**config.mk**
```make
export PLATFORM = sky130hd
export DESIGN_NAME = pu_master_spi
export DESIGN_NICKNAME = d
export VERILOG_FILES = /design/src/rtl/pu_master_spi.sv
export SDC_FILE = /design/constraint.sdc
export NUM_CORES = 1
export LEC_CHECK = 0
export BUFFER_PORTS_ARGS = -buffer_cell sky130_fd_sc_hd__buf_2
export CORE_AREA = 2 2 163 165
export DETAILED_ROUTE_END_ITERATION = 6
export DIE_AREA = 0 0 165 167
export PLACE_DENSITY = 0.73
export SKIP_CTS_REPAIR_TIMING = 1
export SLEW_MARGIN = 15
export SYNTH_ARGS = -nofsm -noshare
export SYNTH_HDL_FRONTEND = slang
export SYNTH_SLANG_ARGS = --single-unit
```
**constraint.sdc**
```tcl
create_clock -name clk -period 3.9 [get_ports clk]
set_clock_uncertainty 0.15 [all_clocks]
set_input_delay 0.78 -clock clk [delete_from_list [all_inputs] [get_ports clk]]
set_output_delay 0.78 -clock clk [all_outputs]
set_load 0.01 [all_outputs]
```
**src/rtl/pu_master_spi.sv**
```systemverilog
// pu_master_spi: NITTA processing unit acting as an SPI master (mode 0).
//
// Words written from the PU bus during a computational cycle form one
// outgoing frame of FRAME_WORDS words. When the next signal_cycle arrives
// with the engine idle, that frame is shifted out on mosi (word 0 first,
// MSB first) while an equal-length frame is captured from miso. The
// captured frame becomes readable on the PU bus after the following
// accepted signal_cycle. The tx and rx sides are both double-buffered.
//
// Ports:
//   clk, rst            clock; asynchronous active-low reset
//   signal_cycle        one-clk pulse starting a computational cycle
//   signal_wr, data_in  write strobe and word to queue for transmission
//   attr_in             unused
//   signal_oe           read strobe; data_out/attr_out are zero when low
//   data_out, attr_out  received word; attr[0]=invalid, attr[1]=overrun
//   flag_busy           high while an SPI frame is in progress
//   mosi, miso, sclk    SPI data and clock (CPOL=0, CPHA=0)
//   cs                  active-low chip select
module pu_master_spi #(
    parameter int                    DATA_WIDTH      = 32,
    parameter int                    ATTR_WIDTH      = 4,
    parameter int                    FRAME_WORDS     = 2,
    parameter int                    SCLK_HALFPERIOD = 1,
    parameter logic [DATA_WIDTH-1:0] DEFAULT_WORD    = 32'hCCCCCCCC
) (
    input  logic                  clk,
    input  logic                  rst,
    input  logic                  signal_cycle,
    input  logic                  signal_wr,
    input  logic [DATA_WIDTH-1:0] data_in,
    input  logic [ATTR_WIDTH-1:0] attr_in,
    input  logic                  signal_oe,
    output logic [DATA_WIDTH-1:0] data_out,
    output logic [ATTR_WIDTH-1:0] attr_out,
    output logic                  flag_busy,
    output logic                  mosi,
    input  logic                  miso,
    output logic                  sclk,
    output logic                  cs
);

    localparam int NBITS = FRAME_WORDS * DATA_WIDTH;
    localparam int BW    = (NBITS > 1) ? $clog2(NBITS) : 1;
    localparam int HW    = (SCLK_HALFPERIOD > 1) ? $clog2(SCLK_HALFPERIOD) : 1;
    localparam int PW    = $clog2(FRAME_WORDS + 1);
    localparam logic [PW-1:0] PTR_MAX = PW'(FRAME_WORDS);

    typedef enum logic [1:0] {IDLE, START, SHIFT, STOP} state_t;

    state_t state, state_next;

    logic [HW-1:0]         hp_cnt;
    logic                  hp_done;
    logic                  phase;      // 0: sclk low half, 1: sclk high half
    logic [BW-1:0]         bit_cnt;
    logic                  last_bit;
    logic                  accept;
    logic                  busy_cycle;
    logic                  rise_edge;
    logic                  fall_edge;
    logic                  frame_done;

    logic [DATA_WIDTH-1:0] tx_wr [FRAME_WORDS];
    logic [PW-1:0]         wr_ptr;
    logic [PW-1:0]         rd_ptr;
    logic [NBITS-1:0]      tx_shift;
    logic [NBITS-1:0]      rx_shift;
    logic [NBITS-1:0]      rx_pending;
    logic [NBITS-1:0]      rx_out;
    logic                  rx_valid;
    logic                  ever_done;
    logic                  overrun;

    logic [DATA_WIDTH-1:0] rd_word;
    logic                  rd_hit;
    logic                  attr_unused;

    assign attr_unused = ^attr_in;

    assign hp_done    = (hp_cnt == HW'(SCLK_HALFPERIOD - 1));
    assign last_bit   = (bit_cnt == BW'(NBITS - 1));
    assign accept     = signal_cycle && (state == IDLE);
    assign busy_cycle = signal_cycle && (state != IDLE);
    assign rise_edge  = (state == SHIFT) && hp_done && !phase;
    assign fall_edge  = (state == SHIFT) && hp_done && phase;
    assign frame_done = (state == STOP) && hp_done;

    // ---------------- FSM: state register ----------------
    always_ff @(posedge clk or negedge rst) begin
        if (!rst) state <= IDLE;
        else      state <= state_next;
    end

    // ---------------- FSM: next state ----------------
    always_comb begin
        state_next = state;
        case (state)
            IDLE:    if (signal_cycle)                   state_next = START;
            START:   if (hp_done)                        state_next = SHIFT;
            SHIFT:   if (hp_done && phase && last_bit)   state_next = STOP;
            STOP:    if (hp_done)                        state_next = IDLE;
            default:                                     state_next = IDLE;
        endcase
    end

    // ---------------- FSM: outputs ----------------
    // Outputs decode the state register directly, so an asynchronous reset
    // releases cs and parks sclk without waiting for a clock edge.
    always_comb begin
        cs        = 1'b1;
        sclk      = 1'b0;
        mosi      = 1'b0;
        flag_busy = 1'b0;
        if (state != IDLE) begin
            cs        = 1'b0;
            flag_busy = 1'b1;
            mosi      = tx_shift[NBITS-1];
        end
        if (state == SHIFT) sclk = phase;
    end

    // ---------------- bit timing ----------------
    always_ff @(posedge clk or negedge rst) begin
        if (!rst) begin
            hp_cnt  <= '0;
            phase   <= 1'b0;
            bit_cnt <= '0;
        end else if (state == IDLE) begin
            hp_cnt  <= '0;
            phase   <= 1'b0;
            bit_cnt <= '0;
        end else begin
            hp_cnt <= hp_done ? '0 : hp_cnt + 1'b1;
            if (rise_edge) phase <= 1'b1;
            if (fall_edge) begin
                phase   <= 1'b0;
                bit_cnt <= bit_cnt + 1'b1;
            end
        end
    end

    // ---------------- shift registers ----------------
    always_ff @(posedge clk or negedge rst) begin
        if (!rst) begin
            tx_shift   <= '0;
            rx_shift   <= '0;
            rx_pending <= '0;
            ever_done  <= 1'b0;
        end else begin
            if (accept) begin
                for (int unsigned i = 0; i < FRAME_WORDS; i++)
                    tx_shift[(FRAME_WORDS-1-i)*DATA_WIDTH +: DATA_WIDTH] <= tx_wr[i];
            end else if (fall_edge) begin
                tx_shift <= {tx_shift[NBITS-2:0], 1'b0};
            end
            if (rise_edge) rx_shift <= {rx_shift[NBITS-2:0], miso};
            if (frame_done) begin
                rx_pending <= rx_shift;
                ever_done  <= 1'b1;
            end
        end
    end

    // ---------------- PU bus side ----------------
    // A write coinciding with signal_cycle lands in slot 0 after the clear;
    // the later non-blocking assignment to tx_wr[0] overrides the default.
    always_ff @(posedge clk or negedge rst) begin
        if (!rst) begin
            for (int unsigned i = 0; i < FRAME_WORDS; i++) tx_wr[i] <= DEFAULT_WORD;
            wr_ptr   <= '0;
            rd_ptr   <= '0;
            overrun  <= 1'b0;
            rx_valid <= 1'b0;
            rx_out   <= '0;
        end else if (signal_cycle) begin
            for (int unsigned i = 0; i < FRAME_WORDS; i++) tx_wr[i] <= DEFAULT_WORD;
            wr_ptr <= '0;
            rd_ptr <= '0;
            if (accept) begin
                rx_out   <= rx_pending;
                rx_valid <= ever_done;
                overrun  <= 1'b0;
            end else if (busy_cycle) begin
                overrun <= 1'b1;
            end
            if (signal_wr) begin
                tx_wr[0] <= data_in;
                wr_ptr   <= PW'(1);
            end
        end else begin
            if (signal_wr) begin
                if (wr_ptr == PTR_MAX) begin
                    overrun <= 1'b1;
                end else begin
                    for (int unsigned i = 0; i < FRAME_WORDS; i++)
                        if (wr_ptr == PW'(i)) tx_wr[i] <= data_in;
                    wr_ptr <= wr_ptr + 1'b1;
                end
            end
            if (signal_oe && (rd_ptr != PTR_MAX)) rd_ptr <= rd_ptr + 1'b1;
        end
    end

    always_comb begin
        rd_word  = '0;
        rd_hit   = 1'b0;
        data_out = '0;
        attr_out = '0;
        for (int unsigned i = 0; i < FRAME_WORDS; i++) begin
            if (rd_ptr == PW'(i)) begin
                rd_word = rx_out[(FRAME_WORDS-1-i)*DATA_WIDTH +: DATA_WIDTH];
                rd_hit  = 1'b1;
            end
        end
        if (signal_oe) begin
            if (rx_valid && rd_hit) data_out    = rd_word;
            else                    attr_out[0] = 1'b1;
            attr_out[1] = overrun;
        end
    end

endmodule

```
==> insert_results.sql <==
INSERT INTO impl_metrics (metric_group, metric, value, unit) VALUES
('setup_path', 'max_stage_delay', '410', 'ps'),
('route', 'ant_nets', '0', ''),
('route', 'route.vias.total', '8531', ''),
('cts', 'cts_inserted_buffers', '36', ''),
('cts', 'cts_num_sinks', '336', ''),
('pwr', 'cellLeakagePower', '7.84', 'nW'),
('setup_path', 'timing.critical_path.slowest_stage_cell', 'sky130_fd_sc_hd__dfrtp_1', ''),
('setup_path', 'cp_data_arrival_time', '2390', 'ps'),
('yosys', 'yosysWarningCount', '0', ''),
('setup_path', 'path_max_fanout', '25', ''),
('setup_path', 'critPathRequiredTime', '2970', 'ps'),
('finish', 'layout_common_cells', '304 x sky130_fd_sc_hd__dfrtp_1, 193 x sky130_fd_sc_hd__mux2_2, 100 x sky130_fd_sc_hd__nand2_1', ''),
('route', 'remaining_routing_drc_violations', '0', ''),
('finish', 'layout-area-overhead-vs-synth', '14.0', '%'),
('timing', 'final-max-slew-violation-count', '0', ''),
('grt', 'grt_max_degree', '127', ''),
('timing', 'setup_total_negative_slack', '0', 'ps'),
('min_path', 'hold_path_class', 'input port to async pin', ''),
('timing', 'slew_headroom', '0.327', ''),
('grt', 'first_global_vias', '8962', ''),
('route', 'wire_per_inst', '17.7', 'µm'),
('place', 'dp_cells', '1461', ''),
('yosys', 'ys_types', '44', ''),
('yosys', 'ys.flop_type', 'sky130_fd_sc_hd__dfrtp_1', ''),
('grt', 'met1_usage', '0.281', ''),
('route', 'drt-vias-per-instance', '5.58', ''),
('run_status', 'status', 'completed', ''),
('finish', 'instances_no_fill', '1528', ''),
('setup_path', 'path_cells', 'inv_1 > ha_1 > buf_4 > nand3b_1 > a21oi_1 > buf_2', ''),
('grt', 'use_met3', '0.0381', ''),
('timing', 'finalSetupViolCount', '0', ''),
('pwr', 'powerDensity', '477', 'nW/µm²'),
('cts', 'cts_tree', 'built', ''),
('setup_path', 'reg2reg_depth', '5', ''),
('yosys', 'synth_area_per_cell', '12.7', 'µm²'),
('yosys', 'ffs_latches_synth', '336', ''),
('cts', 'clk_transition_reported_paths', '60', 'ps'),
('finish', 'fillers', '1971', ''),
('route', 'drt_iter0_markers', '580', ''),
('setup_path', 'family_with_the_most_delay_on_the_worst_path', 'buffers and inverters', ''),
('pwr', 'ir_drop_worst_case_vdd', '0.450', 'mV'),
('yosys', 'synth_seq_area_share', '0.602', ''),
('timing', 'min_period', '3320', 'ps'),
('setup_path', 'timing.critical_path.depth', '6', ''),
('cts', 'clock_insertion_delay_worst_skew', '530', 'ps'),
('finish', 'final_common_cell', 'sky130_fd_sc_hd__dfrtp_1', ''),
('timing', 'finalHoldViolCount', '0', ''),
('setup_path', 'setup.worst_path.class', 'register to primary output', ''),
('grt', 'overflow', '0', ''),
('setup_path', 'cp.buffers_inverters', '3', ''),
('finish', 'post_route_cells_drive_above_1_share', '0.332', ''),
('yosys', 'synth_cells', '1108', ''),
('yosys', 'asyncSetResetFlopFracSynth', '1.00', ''),
('timing', 'finalCritPeriodShare', '0.851', ''),
('timing', 'maxClockFrequency', '301', 'MHz'),
('place', 'io_buffer_count', '75', ''),
('timing', 'rsz0062_at_grt', 'false', ''),
('grt', 'grt_pass1_wl', '45300', 'µm'),
('floorplanning', 'initial_utilization', '0.545', ''),
('grt', 'gr-max-usage-layer', 'met2', ''),
('pwr', 'design_power_total', '7.63', 'mW'),
('flow_run', 'max-cap-violations', '0', ''),
('yosys', 'synth_area', '14000', 'µm²'),
('cts', 'h-tree-depth', '2', ''),
('floorplanning', 'die-area', '27600', 'µm²'),
('floorplanning', 'dieWidth', '165', 'µm'),
('setup_path', 'timing.critical_path.to_type', 'primary output', ''),
('cts', 'max-clock-path-buffers', '3', ''),
('route', 'postRouteWirelength', '27100', 'µm'),
('timing', 'worst-slew-pin-transition', '1010', 'ps'),
('floorplanning', 'core', '25800', 'µm²'),
('grt', 'grt_use_met2', '0.329', ''),
('place', 'globalplace.congestion', '0.710', ''),
('floorplanning', 'boundaryPins', '82', ''),
('route', 'first_pass_iters', '4', ''),
('setup_path', 'timing.critical_path.from_type', 'register', ''),
('grt', 'antenna_violations_before_repair', '0', ''),
('cts', 'clock_tree.root_cell', 'sky130_fd_sc_hd__clkbuf_16', ''),
('place', 'dp.final_hpwl', '16100', 'µm'),
('finish', 'num-nets-final', '1216', ''),
('floorplanning', 'std_cell_rows', '59', ''),
('yosys', 'number_of_flops_mapped_to_enable_cells_by_yosys', '0', ''),
('floorplanning', 'die-height', '167', 'µm'),
('grt', 'grt_usage', '0.203', '');
-- final timing paths --
check	startpoint	endpoint	slack (ps)
max in group asynchronous	rst	rx_out[14]$_DFFE_PN0P_	2470
min in group clk	tx_shift[6]$_DFFE_PN0P_	tx_shift[6]$_DFFE_PN0P_	330
hold / removal	rst	tx_wr[5]$_DFFE_PN0P_	180
setup / recovery	rd_ptr[0]$_DFFE_PN0P_	data_out[28]	580
setup reg to reg	state[0]$_DFFE_PN0P_	rx_shift[26]$_DFFE_PN0P_	1380
hold reg to reg	tx_shift[6]$_DFFE_PN0P_	tx_shift[6]$_DFFE_PN0P_	330
-- sequential cells by signal, summed over array words and instances, names as in the netlist --
name        flops
rx_valid        1
rx_shift       64
rd_ptr          2
tx_wr          64
wr_ptr          2
rx_out         64
phase           1
bit_cnt         6
state           2
ever_done       1
tx_shift       64
overrun         1
rx_pending     64
-- through the flow --
| step | instance area [µm²] | setup WS, ps | hold slack, ps | util |
|---|---|---|---|---|
| detailed placement | 14700 | 1130 | 317 | 0.571 |
| global route | 16000 | 504 | 249 | 0.621 |
| finish | 16000 | 582 | 182 | 0.621 |
| CTS | 16000 | 567 | 230 | 0.621 |
| global placement | 14700 | 1130 | 301 | 0.571 |
| floorplan | 14000 | 1520 | 281 | - |
-- routing by layer --
| layer | wire (µm) | part of all wire | vias to the layer above |
|---|---|---|---|
| met1 | 12300 | 0.45 | 4327 |
| met4 | 488 | 0.018 | 0 |
| met5 | 0 | 0 | - |
| met3 | 1260 | 0.046 | 39 |
| li1 | - | - | 4013 |
| met2 | 13100 | 0.48 | 152 |
-- cell families (layout without fill, tap and decap cells) --
| logic type | after synthesis | in the layout | share of synthesized area |
|---|---|---|---|
| AND/OR/NAND/NOR | 214 | 214 | 0.0731 |
| adder cells (fa/ha/maj) | 10 | 10 | 0.00892 |
| buffers and inverters | 91 | 174 | 0.0318 |
| other | 1 | 3 | 0.000267 |
| AO/OA/AOI/OAI | 195 | 195 | 0.0808 |
| XOR/XNOR | 4 | 4 | 0.00250 |
| flip-flops | 336 | 336 | 0.602 |
| multiplexers | 257 | 257 | 0.201 |
-- area by class of cell --
| class | instances | area (µm²) | share of cell area |
|---|---|---|---|
| clock inverters | 21 | 270 | 0.0169 |
| inverters | 10 | 37.5 | 0.00235 |
| diodes | 1 | 2.50 | 0.000156 |
| repair buffers | 98 | 646 | 0.0404 |
| well taps | 335 | 419 | 0.0262 |
| clock buffers | 45 | 1010 | 0.0630 |
| multi-input cells | 682 | 5160 | 0.323 |
| flip-flops and latches | 336 | 8450 | 0.528 |
-- power breakdown --
group	total (mW)	switching, mW	internal [mW]
logic	0.381	0.256	0.124
registers	3.64	0.0482	3.59
clock network	3.61	1.37	2.24
-- cells in the mapped netlist, types with 10 or more instances --
master | count | area share
sky130_fd_sc_hd__dfrtp_1 | 304 | 0.54
sky130_fd_sc_hd__mux2_2 | 193 | 0.15
sky130_fd_sc_hd__nand2_1 | 100 | 0.027
sky130_fd_sc_hd__o21ai_0 | 83 | 0.030
sky130_fd_sc_hd__a21oi_1 | 68 | 0.024
sky130_fd_sc_hd__mux2i_1 | 64 | 0.046
sky130_fd_sc_hd__clkbuf_1 | 35 | 0.0094
sky130_fd_sc_hd__nand3b_1 | 33 | 0.018
sky130_fd_sc_hd__dfstp_2 | 32 | 0.060
sky130_fd_sc_hd__buf_2 | 29 | 0.010
sky130_fd_sc_hd__nor2_1 | 25 | 0.0067
sky130_fd_sc_hd__nor3_1 | 20 | 0.0071
sky130_fd_sc_hd__nand3_1 | 19 | 0.0068
sky130_fd_sc_hd__a22o_1 | 17 | 0.011
sky130_fd_sc_hd__o22a_1 | 17 | 0.011
sky130_fd_sc_hd__buf_4 | 12 | 0.0064
sky130_fd_sc_hd__ha_1 | 10 | 0.0089
-- worst register-to-register path: cells and delay by family, from the launching register on --
family	cells	cell delay (ps)
flops	1	380
mux	1	400
fa+ha+maj	1	350
simple gates	1	550
buf+inv	2	540
No activity file was read; power rests on OpenSTA's default activity.
